===== src/rtl/uart_tx_port_pkg.sv =====
// Shared definitions for the UART transmitter: register offsets, status bit positions,
// FSM state encodings and the status-byte packer.
package uart_tx_port_pkg;

    localparam logic [15:0] UART_REG_DATA   = 16'd0;
    localparam logic [15:0] UART_REG_STATUS = 16'd1;

    localparam int ST_FULL  = 0;
    localparam int ST_EMPTY = 1;
    localparam int ST_BUSY  = 2;
    localparam int ST_OVF   = 3;

    localparam logic [1:0] S_IDLE  = 2'd0;
    localparam logic [1:0] S_START = 2'd1;
    localparam logic [1:0] S_DATA  = 2'd2;
    localparam logic [1:0] S_STOP  = 2'd3;

    function automatic logic [7:0] status_byte(input logic ovf, input logic busy,
                                               input logic empty, input logic full);
        logic [7:0] s;
        s           = 8'h00;
        s[ST_OVF]   = ovf;
        s[ST_BUSY]  = busy;
        s[ST_EMPTY] = empty;
        s[ST_FULL]  = full;
        return s;
    endfunction

endpackage


===== src/rtl/uart_tx_port_if.sv =====
// CPU bus slice seen by the transmitter: address, write data/strobe and registered read data.
// The master drives the bus; the peripheral returns data_out (8'h00 when not selected).
interface uart_tx_port_if;
    logic [15:0] addr;
    logic [7:0]  data_in;
    logic        write_enable;
    logic [7:0]  data_out;

    modport master (output addr, output data_in, output write_enable, input data_out);
    modport slave  (input addr, input data_in, input write_enable, output data_out);
endinterface


===== src/rtl/uart_tx_port_sync_fifo.sv =====
// Generic single-clock FIFO, 2**AW entries; pushes when full and pops when empty are ignored.
// Read data is the head entry, valid combinationally whenever empty is low.
module sync_fifo #(
    parameter int WIDTH = 8,
    parameter int AW    = 3
) (
    input  logic             clk,
    input  logic             reset,
    input  logic             push,
    input  logic [WIDTH-1:0] wr_data,
    input  logic             pop,
    output logic [WIDTH-1:0] rd_data,
    output logic             full,
    output logic             empty,
    output logic [AW:0]      count
);
    localparam int DEPTH = 1 << AW;

    logic [WIDTH-1:0] mem [DEPTH];
    logic [AW-1:0]    wr_ptr;
    logic [AW-1:0]    rd_ptr;
    logic             push_ok;
    logic             pop_ok;

    assign full    = (count == (AW+1)'(DEPTH));
    assign empty   = (count == '0);
    assign push_ok = push && !full;
    assign pop_ok  = pop && !empty;
    assign rd_data = mem[rd_ptr];

    always_ff @(posedge clk) begin
        if (push_ok) begin
            mem[wr_ptr] <= wr_data;
        end
    end

    // Pointers are exactly AW bits, so wrap modulo depth falls out of the width.
    always_ff @(posedge clk) begin
        if (reset) begin
            wr_ptr <= '0;
            rd_ptr <= '0;
            count  <= '0;
        end else begin
            if (push_ok) begin
                wr_ptr <= wr_ptr + 1'b1;
            end
            if (pop_ok) begin
                rd_ptr <= rd_ptr + 1'b1;
            end
            case ({push_ok, pop_ok})
                2'b10:   count <= count + 1'b1;
                2'b01:   count <= count - 1'b1;
                default: count <= count;
            endcase
        end
    end

endmodule


===== src/rtl/uart_tx_port.sv =====
// Memory-mapped 8N1 serial transmitter with an 8-entry write FIFO; write-to-start-bit is 2 cycles.
// A push into a full FIFO is dropped and latches the sticky overflow flag.
module uart_tx_port
    import uart_tx_port_pkg::*;
#(
    parameter logic [15:0] BASE_ADDR = 16'hE010,
    parameter int          CLK_DIV   = 328,
    parameter int          FIFO_AW   = 3
) (
    input  logic          clk,
    input  logic          reset,
    uart_tx_port_if.slave bus,
    output logic          tx
);
    localparam logic [15:0] DIV_M1 = 16'(CLK_DIV - 1);

    logic             sel_data;
    logic             sel_status;
    logic             push;
    logic             pop;
    logic [7:0]       fifo_rd_data;
    logic             fifo_full;
    logic             fifo_empty;
    logic [FIFO_AW:0] fifo_count;
    logic             overflow;

    logic [1:0]       state;
    logic [15:0]      baud_cnt;
    logic [2:0]       bit_idx;
    logic [7:0]       shift;
    logic             baud_tick;

    assign sel_data   = (bus.addr == BASE_ADDR + UART_REG_DATA);
    assign sel_status = (bus.addr == BASE_ADDR + UART_REG_STATUS);
    assign push       = bus.write_enable && sel_data;
    assign baud_tick  = (baud_cnt == 16'd0);
    // A frame may start from IDLE or straight out of the last stop-bit cycle.
    assign pop        = !fifo_empty && ((state == S_IDLE) || (state == S_STOP && baud_tick));

    sync_fifo #(.WIDTH(8), .AW(FIFO_AW)) u_fifo (
        .clk     (clk),
        .reset   (reset),
        .push    (push),
        .wr_data (bus.data_in),
        .pop     (pop),
        .rd_data (fifo_rd_data),
        .full    (fifo_full),
        .empty   (fifo_empty),
        .count   (fifo_count)
    );

    always_ff @(posedge clk) begin
        if (reset) begin
            overflow <= 1'b0;
        end else if (push && fifo_full) begin
            overflow <= 1'b1;
        end else if (bus.write_enable && sel_status && bus.data_in[ST_OVF]) begin
            overflow <= 1'b0;
        end
    end

    always_ff @(posedge clk) begin
        if (reset) begin
            bus.data_out <= 8'h00;
        end else if (sel_status) begin
            bus.data_out <= status_byte(overflow, state != S_IDLE,
                                        fifo_count == '0, fifo_count[FIFO_AW]);
        end else begin
            bus.data_out <= 8'h00;
        end
    end

    // tx is loaded with the level of the state being entered, so it changes on the same edge.
    always_ff @(posedge clk) begin
        if (reset) begin
            state    <= S_IDLE;
            tx       <= 1'b1;
            baud_cnt <= 16'd0;
            bit_idx  <= 3'd0;
            shift    <= 8'h00;
        end else begin
            case (state)
                S_IDLE: begin
                    tx <= 1'b1;
                    if (pop) begin
                        shift    <= fifo_rd_data;
                        baud_cnt <= DIV_M1;
                        state    <= S_START;
                        tx       <= 1'b0;
                    end
                end
                S_START: begin
                    if (baud_tick) begin
                        baud_cnt <= DIV_M1;
                        bit_idx  <= 3'd0;
                        state    <= S_DATA;
                        tx       <= shift[0];
                    end else begin
                        baud_cnt <= baud_cnt - 16'd1;
                    end
                end
                S_DATA: begin
                    if (baud_tick) begin
                        baud_cnt <= DIV_M1;
                        if (bit_idx == 3'd7) begin
                            state <= S_STOP;
                            tx    <= 1'b1;
                        end else begin
                            bit_idx <= bit_idx + 3'd1;
                            shift   <= shift >> 1;
                            tx      <= shift[1];
                        end
                    end else begin
                        baud_cnt <= baud_cnt - 16'd1;
                    end
                end
                S_STOP: begin
                    if (baud_tick) begin
                        if (pop) begin
                            shift    <= fifo_rd_data;
                            baud_cnt <= DIV_M1;
                            state    <= S_START;
                            tx       <= 1'b0;
                        end else begin
                            state <= S_IDLE;
                            tx    <= 1'b1;
                        end
                    end else begin
                        baud_cnt <= baud_cnt - 16'd1;
                    end
                end
                default: begin
                    state <= S_IDLE;
                    tx    <= 1'b1;
                end
            endcase
        end
    end

endmodule

===== src/flat_wrapper.sv =====
// flat-port wrapper written by rule: the top's interface ports become plain ports
module uart_tx_port_flat import uart_tx_port_pkg::*;
#(
    parameter logic [15:0] BASE_ADDR = 16'hE010,
    parameter int          CLK_DIV   = 328,
    parameter int          FIFO_AW   = 3
)
  (clk, reset, tx, bus_addr, bus_data_in, bus_write_enable, bus_data_out);
  uart_tx_port_if bus_i ();
  input  logic clk;
  input  logic reset;
  output logic tx;
  input wire logic [$bits(bus_i.addr)-1:0] bus_addr;
  input wire logic [$bits(bus_i.data_in)-1:0] bus_data_in;
  input wire logic [$bits(bus_i.write_enable)-1:0] bus_write_enable;
  output wire logic [$bits(bus_i.data_out)-1:0] bus_data_out;
  assign bus_i.addr = bus_addr;
  assign bus_i.data_in = bus_data_in;
  assign bus_i.write_enable = bus_write_enable;
  assign bus_data_out = bus_i.data_out;
  uart_tx_port #(.BASE_ADDR(BASE_ADDR), .CLK_DIV(CLK_DIV), .FIFO_AW(FIFO_AW)) u_core (.clk(clk), .reset(reset), .bus(bus_i), .tx(tx));
endmodule

===== config.mk =====
export PLATFORM = sky130hd
export DESIGN_NAME = uart_tx_port_flat
export DESIGN_NICKNAME = d
export VERILOG_FILES = /design/src/rtl/uart_tx_port_pkg.sv /design/src/rtl/uart_tx_port_if.sv /design/src/rtl/uart_tx_port_sync_fifo.sv /design/src/rtl/uart_tx_port.sv /design/src/flat_wrapper.sv
export SDC_FILE = /design/constraint.sdc
export NUM_CORES = 1
export LEC_CHECK = 0
export ABC_AREA = 1
export CAP_MARGIN = 15
export CORE_UTILIZATION = 63
export CTS_CLUSTER_DIAMETER = 60
export DETAILED_ROUTE_END_ITERATION = 8
export PLACE_DENSITY = 0.84
export SYNTH_ARGS = -nofsm -noshare
export SYNTH_HDL_FRONTEND = slang
export SYNTH_SLANG_ARGS = --single-unit

===== constraint.sdc =====
create_clock -name clk -period 4.3 [get_ports clk]
set_clock_uncertainty 0.2 [all_clocks]
set_input_delay 0.43 -clock clk [delete_from_list [all_inputs] [get_ports clk]]
set_output_delay 0.43 -clock clk [all_outputs]
set_load 0.01 [all_outputs]

# Yosys cells after proc, flatten, opt, wreduce, memory -nomap -nowiden
# Memories as Yosys holds them, arrays and structs flattened. A register that Yosys moved wholly into a read port is not among the register bits.
# Index checks and enable logic that the tools add are counted.
[totals]
wordCells = 92
out_inout_bits = 9
input_bits = 27
memories = 1
regBits = 49
ram_bits = 64
[mem_list]
columns = ["name", "depth", "width", "read_ports", "rd_ports_with_merged_regs", "write_ports", "line_no", "source"]
rows = [
  ["u_core.u_fifo.mem", 8, 8, 1, 1, 1, "uart_tx_port_sync_fifo.sv:19", "logic [WIDTH-1:0] mem [DEPTH];"],
]
[classes]
mux = 33
n_bitwise = 1
n_eq_ne = 15
reduce_logical = 25
n_addsub = 6
[op_table]
columns = ["op", "count"]
rows = [
  ["16-bit two-way mux", 3],
  ["16-bit case mux with 3 select lines", 1],
  ["16-bit equality test, second input constant", 2],
  ["8-bit two-way mux", 4],
  ["8-bit case mux with 3 select lines", 1],
  ["16-bit zero test", 1],
  ["16-bit by 1-bit subtractor with 16-bit output, second input constant", 1],
  ["3-bit two-way mux", 5],
  ["1-bit two-way mux", 10],
  ["2-bit two-way mux", 5],
  ["3-bit by 1-bit adder with 3-bit output, second input constant", 3],
  ["1-bit logical AND", 8],
  ["2-bit by 1-bit != test with 1-bit output, second input constant", 4],
  ["2-bit case mux with 4 select lines", 1],
  ["4-bit case mux with 2 select lines", 1],
  ["4-bit AND reduction", 2],
  ["2-bit nonzero test", 4],
  ["2-bit equality test, second input constant", 3],
  ["3-bit case mux with 2 select lines", 1],
  ["5-bit AND reduction", 1],
  ["4-bit by 1-bit adder with 4-bit output, second input constant", 1],
  ["2-bit by 1-bit equality test with 1-bit output, second input constant", 2],
  ["4-bit equality test, second input constant", 1],
  ["4-bit zero test", 1],
  ["other kinds (11)", 14],
]

# Longest topological paths before layout
# Gate-level depths: netlist of the first run.
[depth]
word_depth = 7
ltp_mapped = 15

# By module
# From an unflattened synthesis of the first run, not the netlist that was laid out.
[unflattened]
hier_cells = 609
area_unflattened_um2 = 5445.2
[modules_own_cells]
columns = ["mod", "n_inst", "area_per_inst_um2", "cells_each"]
rows = [
  ["sync_fifo", 1, 3215.6, 276],
  ["uart_tx_port", 1, 2229.6, 333],
]

# Worst setup path after synthesis of the first run
# OpenSTA, ideal clock, no wires.
[synth_path]
path_type = "register to register"
startpoint = "register u_core.baud_cnt[0]"
endpoint = "register u_core.u_fifo.count[2]"
slack_ns = 1.771
stages_incl_launch_ff = 16
t_required_ns = 3.985
arrival_ns = 2.214
cell_sequence = "dfxtp_1 -> inv_1 -> ha_1 -> nand2_4 -> nor2_2 -> nand3_2 -> nand2_2 -> nand2_4 -> clkinv_2 -> ha_1 -> xor2_1 -> ha_1 -> a21oi_1 -> xnor2_1 -> o21ai_0 -> inv_1"
[synth_via]
elab_chain_cells = 7
[synth_lines]
columns = ["item", "line_no", "source"]
rows = [
  ["start, declared", "uart_tx_port.sv:28", "logic [15:0] baud_cnt;"],
  ["start signal, assigned", "uart_tx_port.sv:99", "baud_cnt <= baud_cnt - 16'd1;"],
  ["start signal, assigned", "uart_tx_port.sv:114", "baud_cnt <= baud_cnt - 16'd1;"],
  ["start signal, assigned", "uart_tx_port.sv:129", "baud_cnt <= baud_cnt - 16'd1;"],
  ["16-bit zero test (*)", "uart_tx_port.sv:36", "assign baud_tick = (baud_cnt == 16'd0);"],
  ["1-bit logical AND (*)", "uart_tx_port.sv:38", "assign pop = !fifo_empty && ((state == S_IDLE) || (state == S_STOP && baud_tick));"],
  ["1-bit logical OR (*)", "uart_tx_port.sv:38", ""],
  ["1-bit logical AND (*)", "uart_tx_port.sv:38", ""],
  ["1-bit logical AND (*)", "uart_tx_port_sync_fifo.sv:28", "assign pop_ok = pop && !empty;"],
  ["named net u_core.u_fifo.pop_ok", "uart_tx_port_sync_fifo.sv:23", "logic pop_ok;"],
  ["2-bit by 1-bit equality test with 1-bit output or 2-bit equality test (tied branches)", "uart_tx_port_sync_fifo.sv:50", "case ({push_ok, pop_ok})"],
  ["4-bit case mux with 2 select lines or 2-bit nonzero test (tied branches)", "n/a", ""],
  ["end signal, assigned", "uart_tx_port_sync_fifo.sv:51", "2'b10: count <= count + 1'b1;"],
  ["end signal, assigned", "uart_tx_port_sync_fifo.sv:52", "2'b01: count <= count - 1'b1;"],
  ["end signal, assigned", "uart_tx_port_sync_fifo.sv:53", "default: count <= count;"],
  ["end, declared", "uart_tx_port_sync_fifo.sv:15", "output logic [AW:0] count"],
]
# Mark *: on every way through the listed nets, which the timed path passes. The rest lies on a longest branch.
# A chain may end at the register's enable or synchronous reset.

# Worst setup path in the final report of the first run
# Same ends and word-level chain as after synthesis.

==> implementation parameters, run 1 <==
Parameter                              Value

Yosys
  Sequential-to-total area share from yosys stat    53.7%
  Synth Area per Inst    roughly 8.9 um2
  Async S/R FF share, synth    0%
  Gate Count Post-Synth    between 600 and 700
  Number of warning messages in the yosys log    0
  Number of synthesized register bits    112
  Most repeated cell in the gate-level netlist after synthesis    sky130_fd_sc_hd__nand2_1
  Cell type contributing the most total cell area after synthesis    sky130_fd_sc_hd__edfxtp_1
  Proportion of netlist area held by the largest area contributor    between 30% and 40%
  Total standard cell area after synthesis    0.00537 mm2
  Top cells by area in the synthesized netlist    sky130_fd_sc_hd__edfxtp_1 36%, sky130_fd_sc_hd__dfxtp_1 18%, sky130_fd_sc_hd__nand3_1 9.3%, sky130_fd_sc_hd__nand2_1 9.0%, sky130_fd_sc_hd__nor2_1 3.7%
  Number of enable flip-flop cells after synthesis    64
  Synth cell count leaders    129 x sky130_fd_sc_hd__nand2_1, 100 x sky130_fd_sc_hd__nand3_1, 64 x sky130_fd_sc_hd__edfxtp_1
  Number of distinct library cells after synthesis    38
  Main flop type after synthesis    sky130_fd_sc_hd__edfxtp_1

Worst hold path
  Depth of the worst hold-timing path    2
  Hold Startpoint    u_core.overflow
  Type of the most critical hold path    reg -> reg

Global routing
  Pin count of the biggest net entering global routing    34
  Total overflow reported by the global router    0
  Initial antenna violation count    0
  Vias in the first global route    4125
  Total global-route track usage    about 28%
  Wire length of the first global-routing pass    around 19000 um

Setup path
  Reg2reg path depth    15
  Endpoint type of the worst setup path    register
  Arrival time at the worst endpoint    ~3.0 ns
  Maximum cell stage delay along the critical path    0.33 ns
  Critical path type    reg -> reg
  Critical path depth    15
  Library cell contributing the largest single delay on the critical path    sky130_fd_sc_hd__dfxtp_1
  Required arrival time at the worst endpoint    4.37 ns
  Crit start category    register
  Worst setup path startpoint    u_core.baud_cnt[0]
  Count of buffering cells on the critical path with inverters included    3
  Cell seen most often among critical-path stages    sky130_fd_sc_hd__ha_1
  CP top delay family    adder cells
  Largest fanout on the critical path    17
  Origin of the critical flop-to-flop path    u_core.baud_cnt[0]
  Ordered list of cells on the worst path    inv_1 > ha_1 > nand2_4 > nor2_2 > nand3_2 > nand2_2 > nand2_4 > clkinv_2 > ha_1 > xor2_1 > ha_1 > a21oi_1 > xnor2_1 > o21ai_0 > inv_1

Placed design
  Quantity of I/O buffers inserted on ports    31
  Final weighted congestion in routability-driven placement    0.855
  Detailed Place HPWL    slightly below 8000 um
  Worst slack, placed    1.24 ns

Timing
  Number of failing setup endpoints in the final timing report    0
  Remaining max-slew budget at the tightest pin    a little under two fifths
  Part of the cycle the worst path needs    69.1%
  Final min period    2.97 ns
  Total negative slack for setup checks    0 ns
  FMAX    337 MHz
  Final WS setup    1.33 ns
  Measured slew at the worst slew-check pin    0.923 ns
  Unrepaired setup endpoints after global routing    no
  Count of endpoints failing hold in the final timing report    0
  Max-slew violation count    0

Routing
  DRC Markers    0
  Drt via density    a little under 6
  Wirelength per Cell    15.7 um
  Initial drt markers    336
  Drt first pass iters    4
  Vias after detailed routing    4260
  Remaining antenna violation count    0
  Routed Wire Length    around 12000 um

Clock network
  # H-tree levels    3
  CTS tree    yes
  Hold buffers post-CTS    0
  Clk buf depth    2
  Clock sink count    between 100 and 150
  Count of buffers added by post-CTS timing repair for setup    0
  Clock Latency Late Sink    0.37 ns
  Worst-path clk slew    approximately 0.11 ns
  Total CTS buffers    9
  Root buffer cell    sky130_fd_sc_hd__clkbuf_8
  Resized Gates After CTS    0

Cells and area
  Share of final-layout standard cells stronger than drive strength 1    8.83%
  Antenna diode count    0
  Filler cell count in the final layout    612
  Nets@finish    669
  Post-synthesis to final-layout area growth    10.2%

Floorplanning
  Row count    33
  Starting density of the core    65.3%
  Area of the core region    0.00822 mm2
  Overall die width    94.3 um
  Height of the die    94.3 um
  Count of pins on the block boundary    36
  Area enclosed by the die boundary    between 0.008 and 0.009 mm2

Pwr
  Maximum resistive drop on vdd    ~0.35 mV
  Static leakage power    2.33 nW
  Power density cells    612 mW/mm2

Status
  Run status    finished, final reports clean

Job
  Max capacitance violation total    0
[per-stage QoR]
stage	area (um2)	hold WS, ns	instances	total power, mW	utilization, %
6_report	5920	0.263	739	3.62	72.0
5_1_grt	5920	0.299	739	3.87	72.0
4_1_cts	5920	0.260	739	3.62	72.0
3_5_place_dp	5710	0.241	723	2.97	69.5
3_3_place_gp	5710	0.240	723	2.90	69.5
2_1_floorplan	5380	0.205	608	2.64	-
[sequential cells by signal, summed over array words and instances (netlist names), 2 cells and up, named ones only]
register / count
u_core.baud_cnt: 16
u_core.bit_idx: 3
u_core.bus.data_out: 4
u_core.shift: 8
u_core.state: 2
u_core.u_fifo.count: 4
u_core.u_fifo.mem: 64
u_core.u_fifo.rd_ptr: 3
u_core.u_fifo.wr_ptr: 3
[cell usage in the layout, fill, tap and decap left out, types with 2 or more instances in the layout]
cell type / n
sky130_fd_sc_hd__o21ai_0: 21
sky130_fd_sc_hd__conb_1: 4
sky130_fd_sc_hd__nor2_1: 53
sky130_fd_sc_hd__nor2_4: 4
sky130_fd_sc_hd__o21ai_1: 7
sky130_fd_sc_hd__nand2_4: 6
sky130_fd_sc_hd__nand2_2: 4
sky130_fd_sc_hd__nand3_1: 100
sky130_fd_sc_hd__xor2_1: 7
sky130_fd_sc_hd__clkbuf_8: 9
sky130_fd_sc_hd__ha_1: 13
sky130_fd_sc_hd__xnor2_1: 2
sky130_fd_sc_hd__o21bai_1: 3
sky130_fd_sc_hd__a21oi_2: 5
sky130_fd_sc_hd__clkdlybuf4s50_1: 31
sky130_fd_sc_hd__inv_6: 4
sky130_fd_sc_hd__a21oi_1: 29
sky130_fd_sc_hd__dfxtp_1: 48
sky130_fd_sc_hd__inv_2: 4
sky130_fd_sc_hd__edfxtp_1: 64
sky130_fd_sc_hd__inv_1: 49
sky130_fd_sc_hd__nand4_1: 12
sky130_fd_sc_hd__nand2_1: 129
sky130_fd_sc_hd__nor2_2: 9
[path summary, 6_finish.rpt]
check / end / slack [ns]
max: u_core.u_fifo.count[2] / 1.33
min: u_core.bus.data_out[3] / 0.26
max reg2reg: u_core.u_fifo.count[2] / 1.33
min reg2reg: u_core.bus.data_out[3] / 0.26
[tightest hold or removal path: stages (launching register included)]
cell and delay (ns):
sky130_fd_sc_hd__dfxtp_1 0.34, sky130_fd_sc_hd__inv_1 0.05, sky130_fd_sc_hd__nor2_1 0.04
[cells by family after synthesis]
logic type	synth area share (%)
AND/OR/NAND/NOR	28.6
flip-flops	53.7
buffers and inverters	6.20
AO/OA/AOI/OAI	6.94
adder cells (fa/ha/maj)	3.03
XOR/XNOR	1.47
other	0.0698
[area by class of cell]
cell class,count,area (um2),share of cell area [%]
well taps,105,131,2.22
flip-flops and latches,112,2880,48.7
inverters,56,216,3.66
clock buffers,9,124,2.09
clock inverters,7,81.3,1.37
multi-input cells,418,2160,36.6
repair buffers,32,318,5.37
[power breakdown]
group | internal [mW] | switching (mW)
combinational | 0.541 | 1.09
clock | 0.281 | 0.375
sequential | 1.24 | 0.0965
[routing by layer]
metal / GRT usage [%] / up-vias / share of wire (%)
li1: - / 2073 / -
met2: 47.6 / 171 / 51
met3: 4.85 / 23 / 6.0
met4: 14.1 / 0 / 2.5
met5: 0 / - / 0
met1: 33.4 / 1993 / 41
(Power assumes the default switching activity.)
==> run 2: changes to the inputs <==
Settings changed: CORE_UTILIZATION 63 to 53, PLACE_DENSITY 0.84 to 0.76.
Clock period 4.3 ns to 2.4 ns, I/O delays scaled along.
==> run 2 against run 1 <==
Effect of this change: sequential share of layout area decreased by 3.3 points; combinational power increased by 110%; first-iteration DRC count decreased by 54%; largest cell class unchanged; largest power group unchanged; highest routed layer unchanged; via count increased by 0.89%; critical path type unchanged.
==> implementation parameters, run 2 (synthesized netlist as in run 1, its figures left out) <==
Parameter                              Value

Pwr
  Power density cells    1100 mW/mm2
  Clock network fraction of design power    17.7%
  Maximum resistive drop on vdd    0.727 mV
  Relative contribution of combinational cells to total power    48.2%
  Switching power summed over all nets    2.98 mW
  Switch share    42.3%
  Internal power    just over 4 mW
  Static leakage power    2.55 nW
  Share of power burned in registers    34.2%

Floorplanning
  Area enclosed by the die boundary    0.0105 mm2
  Starting density of the core    between 50% and 60%
  Row count    36
  Count of pins on the block boundary    36
  Height of the die    103 um
  Area of the core region    0.00977 mm2
  Overall die width    103 um

Clock network
  # H-tree levels    3
  Clock Latency Late Sink    0.39 ns
  Clock sink count    112
  CTS tree    yes
  Root buffer cell    sky130_fd_sc_hd__clkbuf_8
  Clk buf depth    2
  Total CTS buffers    9
  Worst-path clk slew    0.11 ns
  Hold buffers post-CTS    0

Status
  Run status    finished, final reports clean

Cells and area
  Most common cell after layout, fill and taps aside    sky130_fd_sc_hd__nand2_1
  Number of flip-flops in the largest register    64
  Area used by sequential logic in the layout    approximately 0.0029 mm2
  Antenna diode count    0
  Area of the multi-input gates    0.00226 mm2
  Nets@finish    707
  Share of final-layout standard cells stronger than drive strength 1    between 10% and 20%
  Filler cell count in the final layout    802
  Non-filler instance count after layout    805
  Regs by FF count    u_core.u_fifo.mem x64, u_core.baud_cnt x16, u_core.shift x8
  Commonest non-fill, non-tap cells in the layout    128 x sky130_fd_sc_hd__nand2_1, 98 x sky130_fd_sc_hd__nand3_1, 64 x sky130_fd_sc_hd__edfxtp_1, 48 x sky130_fd_sc_hd__nor2_1, 46 x sky130_fd_sc_hd__inv_1
  Register with the most flip-flops    u_core.u_fifo.mem
  Post-synthesis to final-layout area growth    18.6%
  Utilization after layout    65.2%
  Area of all placed cells without fillers    0.00637 mm2

Routing
  DRC Markers    0
  Drt via density    5.34
  Initial drt markers    153
  Remaining antenna violation count    0
  Routed Wire Length    11600 um
  Wirelength per Cell    between 10 and 15 um
  Vias after detailed routing    4298
  Drt first pass iters    4

Setup path
  Endpoint type of the worst setup path    register
  Required arrival time at the worst endpoint    2.49 ns
  Crit start category    register
  Arrival time at the worst endpoint    2.40 ns
  Register-to-register setup slack    roughly 0.09 ns
  Largest fanout on the critical path    3
  Critical path type    reg -> reg

Global routing
  Initial antenna violation count    0
  Layer carrying the most global-route usage    met2
  Met3 GRT Util    under 10%
  Vias in the first global route    roughly 4100
  Wire length of the first global-routing pass    18700 um
  Total global-route track usage    23.6%
  Pin count of the biggest net entering global routing    33
  Met2 usage    42.5%
  Met1 Track Usage GR    27.8%
  Total overflow reported by the global router    0

Timing
  Part of the cycle the worst path needs    96.4%
  Count of endpoints failing hold in the final timing report    0
  Final min period    2.31 ns
  Max-slew violation count    0
  Final WS setup    0.0874 ns
  Measured slew at the worst slew-check pin    about 0.6 ns
  FMAX    432 MHz
  Number of failing setup endpoints in the final timing report    0
  Remaining max-slew budget at the tightest pin    60.1%

Placed design
  Final weighted congestion in routability-driven placement    0.864
  Cell Area, Placed    0.00602 mm2
  Quantity of I/O buffers inserted on ports    31
  Cells after DPL    around 790
  Worst slack, placed    -0.357 ns
  Detailed Place HPWL    7980 um

Worst hold path
  Type of the most critical hold path    reg -> reg

Job
  Max capacitance violation total    0
==> run 2: metal layers <==
layer | share of wire (%) | vias up
met5 | 0 | -
met4 | 2.0 | 0
met3 | 4.6 | 19
met2 | 52 | 91
met1 | 42 | 2037
li1 | - | 2151
==> run 2: worst max-delay path, stage by stage, from the launching register on <==
cell,delay (ns)
sky130_fd_sc_hd__dfxtp_2,0.36
sky130_fd_sc_hd__inv_2,0.05
sky130_fd_sc_hd__ha_4,0.17
sky130_fd_sc_hd__nand2_4,0.10
sky130_fd_sc_hd__nor2_4,0.04
sky130_fd_sc_hd__nand3_2,0.08
sky130_fd_sc_hd__nand2_2,0.08
sky130_fd_sc_hd__nand2_4,0.06
sky130_fd_sc_hd__clkinv_2,0.08
sky130_fd_sc_hd__ha_4,0.19
sky130_fd_sc_hd__xor2_4,0.19
sky130_fd_sc_hd__ha_1,0.21
sky130_fd_sc_hd__a21oi_2,0.14
sky130_fd_sc_hd__xnor2_1,0.10
sky130_fd_sc_hd__o21ai_1,0.12
sky130_fd_sc_hd__inv_1,0.05
==> run 2: what timing repair did <==
action | CTS | global route
pin swaps | 1 | 7
endpoints found under the setup margin | 2 | 3
gates resized for setup | 7 | 23
buffers inserted | 0 | 3
==> run 2: power groups by stage <==
stage          logic (mW)  clock network (mW)  registers, mW
2_1_floorplan        2.38                   0           2.36
3_3_place_gp         3.05                   0           2.40
3_5_place_dp         3.17                   0           2.41
4_1_cts              3.22                1.26           2.38
5_1_grt              3.79                1.33           2.42
6_report             3.38                1.24           2.40
==> run 2: area by class of cell <==
cell class              count  share of cell area, %
flip-flops and latches    112                   45.5
well taps                 133                   2.61
repair buffers             70                   9.53
clock inverters             7                   1.57
multi-input cells         418                   35.5
clock buffers               9                   1.94
inverters                  56                   3.40
==> run 2: path summary, 6_finish.rpt <==
check	start	to	cells after the start
min reg2reg	u_core.overflow	u_core.bus.data_out[3]	2
max reg2reg	u_core.baud_cnt[0]	u_core.u_fifo.count[2]	15
max	u_core.baud_cnt[0]	u_core.u_fifo.count[2]	15
min	u_core.overflow	u_core.bus.data_out[3]	2
==> run 2: stage by stage <==
stage / setup TNS, ns / hold slack, ns / total power [mW]
after floorplan: 0 / 0.139 / 4.75
after global placement: -0.465 / 0.229 / 5.45
after detailed placement: -0.889 / 0.228 / 5.58
after CTS: 0 / 0.245 / 6.86
after global routing: -0.0253 / 0.277 / 7.54
final: 0 / 0.244 / 7.03
==> run 3: changes to the inputs <==
Settings changed: CORE_UTILIZATION 53 to 55, CTS_BUF_LIST set to sky130_fd_sc_hd__clkbuf_8, PLACE_DENSITY 0.76 to 0.78, TNS_END_PERCENT set to 1.
==> run 3 against run 2 <==
Effect of this change: final area shrank 0.37%; count of clock-buffer cells in the layout unchanged; sequential share of layout area increased by 0.072 points; clock power down 6%; non-clock buffer count up 2; global-route usage rose by 1.6 points; worst setup slack got worse by 0.00053 ns; critical endpoint is now u_core.u_fifo.count[3]; largest power group unchanged; highest routed layer unchanged.
==> implementation parameters, run 3 (synthesized netlist as in run 1, its figures left out) <==
Parameter                              Value

Timing
  Count of endpoints failing hold in the final timing report    0
  Part of the cycle the worst path needs    96.4%
  Remaining max-slew budget at the tightest pin    59.0%
  Hold slack final    roughly 0.26 ns
  Final min period    2.31 ns
  Number of failing setup endpoints in the final timing report    0
  Measured slew at the worst slew-check pin    a little over 0.6 ns
  FMAX    432 MHz
  Max-slew violation count    0

Routing
  Drt via density    5.48
  Initial drt markers    205
  Drt first pass iters    4
  Wirelength per Cell    15.2 um
  Remaining antenna violation count    0
  Routed Wire Length    12200 um
  DRC Markers    0
  Vias after detailed routing    4399

Clock network
  Hold buffers post-CTS    0
  Clk buf depth    2
  Clock Latency Late Sink    0.37 ns
  CTS tree    yes
  Total CTS buffers    9
  Root buffer cell    sky130_fd_sc_hd__clkbuf_8
  Clock sink count    112
  # H-tree levels    3
  Worst-path clk slew    between 0.1 and 0.15 ns

Pwr
  Static leakage power    about 2.5 nW
  Clock network fraction of design power    around 17%
  Power density cells    1090 mW/mm2
  Relative contribution of combinational cells to total power    between 40 and 50%
  Share of power burned in registers    approximately a third
  Internal power    roughly 4 mW
  Switching power summed over all nets    2.94 mW
  Switch share    42.5%
  Maximum resistive drop on vdd    0.912 mV

Cells and area
  Antenna diode count    0
  Most common cell after layout, fill and taps aside    sky130_fd_sc_hd__nand2_1
  Regs by FF count    u_core.u_fifo.mem x64, u_core.baud_cnt x16, u_core.shift x8
  Number of flip-flops in the largest register    64
  Share of final-layout standard cells stronger than drive strength 1    17.2%
  Post-synthesis to final-layout area growth    18.2%
  Nets@finish    709
  Register with the most flip-flops    u_core.u_fifo.mem
  Area of all placed cells without fillers    around 0.0063 mm2
  Commonest non-fill, non-tap cells in the layout    127 x sky130_fd_sc_hd__nand2_1, 99 x sky130_fd_sc_hd__nand3_1, 64 x sky130_fd_sc_hd__edfxtp_1, 47 x sky130_fd_sc_hd__nor2_1, 47 x sky130_fd_sc_hd__inv_1

Global routing
  Total overflow reported by the global router    0
  Wire length of the first global-routing pass    19500 um
  Total global-route track usage    25.2%
  Pin count of the biggest net entering global routing    33
  Initial antenna violation count    0
  Vias in the first global route    4305

Setup path
  Reg2reg path depth    16
  Critical path type    in -> reg
  Largest fanout on the critical path    3
  Endpoint type of the worst setup path    register
  Required arrival time at the worst endpoint    roughly 2.5 ns
  Crit start category    input port
  Arrival time at the worst endpoint    2.39 ns
  Register-to-register setup slack    between 0.1 and 0.15 ns

Worst hold path
  Depth of the worst hold-timing path    2
  Type of the most critical hold path    reg -> reg

Floorplanning
  Count of pins on the block boundary    36
  Starting density of the core    a little under three fifths
  Area of the core region    0.00933 mm2
  Row count    35
  Height of the die    101 um
  Area enclosed by the die boundary    0.0102 mm2
  Overall die width    roughly 100 um

Placed design
  Detailed Place HPWL    about 8200 um
  Quantity of I/O buffers inserted on ports    31
  Cell Area, Placed    a little over 0.006 mm2
  Final weighted congestion in routability-driven placement    0.837

Status
  Run status    finished, final reports clean

Job
  Max capacitance violation total    0
-- run 3: changes by cell type in the layout (fill, tap and decap cells not counted), sizes merged --
cell and delta:
clkinv +1, clkinvlp +1, inv -2, buf +2
-- run 3: critical path, cell delays in order --
cell and delay [ns]:
sky130_fd_sc_hd__clkdlybuf4s50_1 0.44, sky130_fd_sc_hd__inv_1 0.09, sky130_fd_sc_hd__nand4_1 0.09, sky130_fd_sc_hd__nor2_1 0.20, sky130_fd_sc_hd__nand3_2 0.13, sky130_fd_sc_hd__nor2_2 0.16
sky130_fd_sc_hd__nand2_2 0.10, sky130_fd_sc_hd__ha_4 0.19, sky130_fd_sc_hd__buf_6 0.13, sky130_fd_sc_hd__xor2_4 0.15, sky130_fd_sc_hd__nand3_1 0.09, sky130_fd_sc_hd__nand2_1 0.09
sky130_fd_sc_hd__nand3_1 0.10, sky130_fd_sc_hd__o21ai_1 0.14, sky130_fd_sc_hd__a21oi_1 0.05
-- run 3: power groups by stage --
stage	Clock [mW]	Combinational (mW)	Sequential, mW
global placement	0	3.04	2.39
finish	1.17	3.36	2.39
CTS	1.18	3.23	2.37
floorplan	0	2.38	2.36
global route	1.24	3.73	2.41
detailed placement	0	3.16	2.40
-- run 3: path summary, 6_finish.rpt --
check	startpoint	end
min	u_core.overflow	u_core.bus.data_out[3]
max reg2reg	u_core.baud_cnt[1]	u_core.u_fifo.count[3]
max	bus_addr[10]	u_core.u_fifo.count[3]
min reg2reg	u_core.overflow	u_core.bus.data_out[3]
-- run 3: layer usage --
| layer | GRT usage (%) | share of wire, % | up-vias | routed length [um] |
|---|---|---|---|---|
| met5 | 0 | 0 | - | 0 |
| met4 | 14.7 | 3.5 | 0 | 430 |
| met3 | 3.12 | 4.5 | 35 | 547 |
| met2 | 44.4 | 51 | 126 | 6240 |
| met1 | 29.6 | 41 | 2088 | 4990 |
| li1 | - | - | 2150 | - |
-- run 3: cell type report --
class                           instances  area, um2
Sequential cell                       112       2890
Tap cell                              129        161
Inverter                               56        216
Timing Repair Buffer                   72        622
Clock buffer                            9        124
Clock inverter                          7       78.8
Fill cell                             733       2980
Multi-Input combinational cell        418       2250
-- run 3: repair_timing --
action | CTS | global route
setup endpoints to repair | 3 | 3
pin swaps | 2 | 5
setup buffers | 0 | 3
resized for setup | 8 | 18
-- run 3: through the flow --
| stage | setup TNS, ns | instances | worst slack [ns] | total power, mW | utilization, % |
|---|---|---|---|---|---|
| final | 0 | 803 | 0.0869 | 6.92 | 68.0 |
| after global routing | -0.0712 | 803 | -0.0360 | 7.39 | 68.0 |
| after CTS | 0 | 800 | 0.0000855 | 6.77 | 67.1 |
| after detailed placement | -2.33 | 784 | -0.382 | 5.56 | 64.7 |
| after global placement | -0.533 | 784 | -0.214 | 5.43 | 64.7 |
| after floorplan | 0 | 608 | 0.00688 | 4.75 | - |
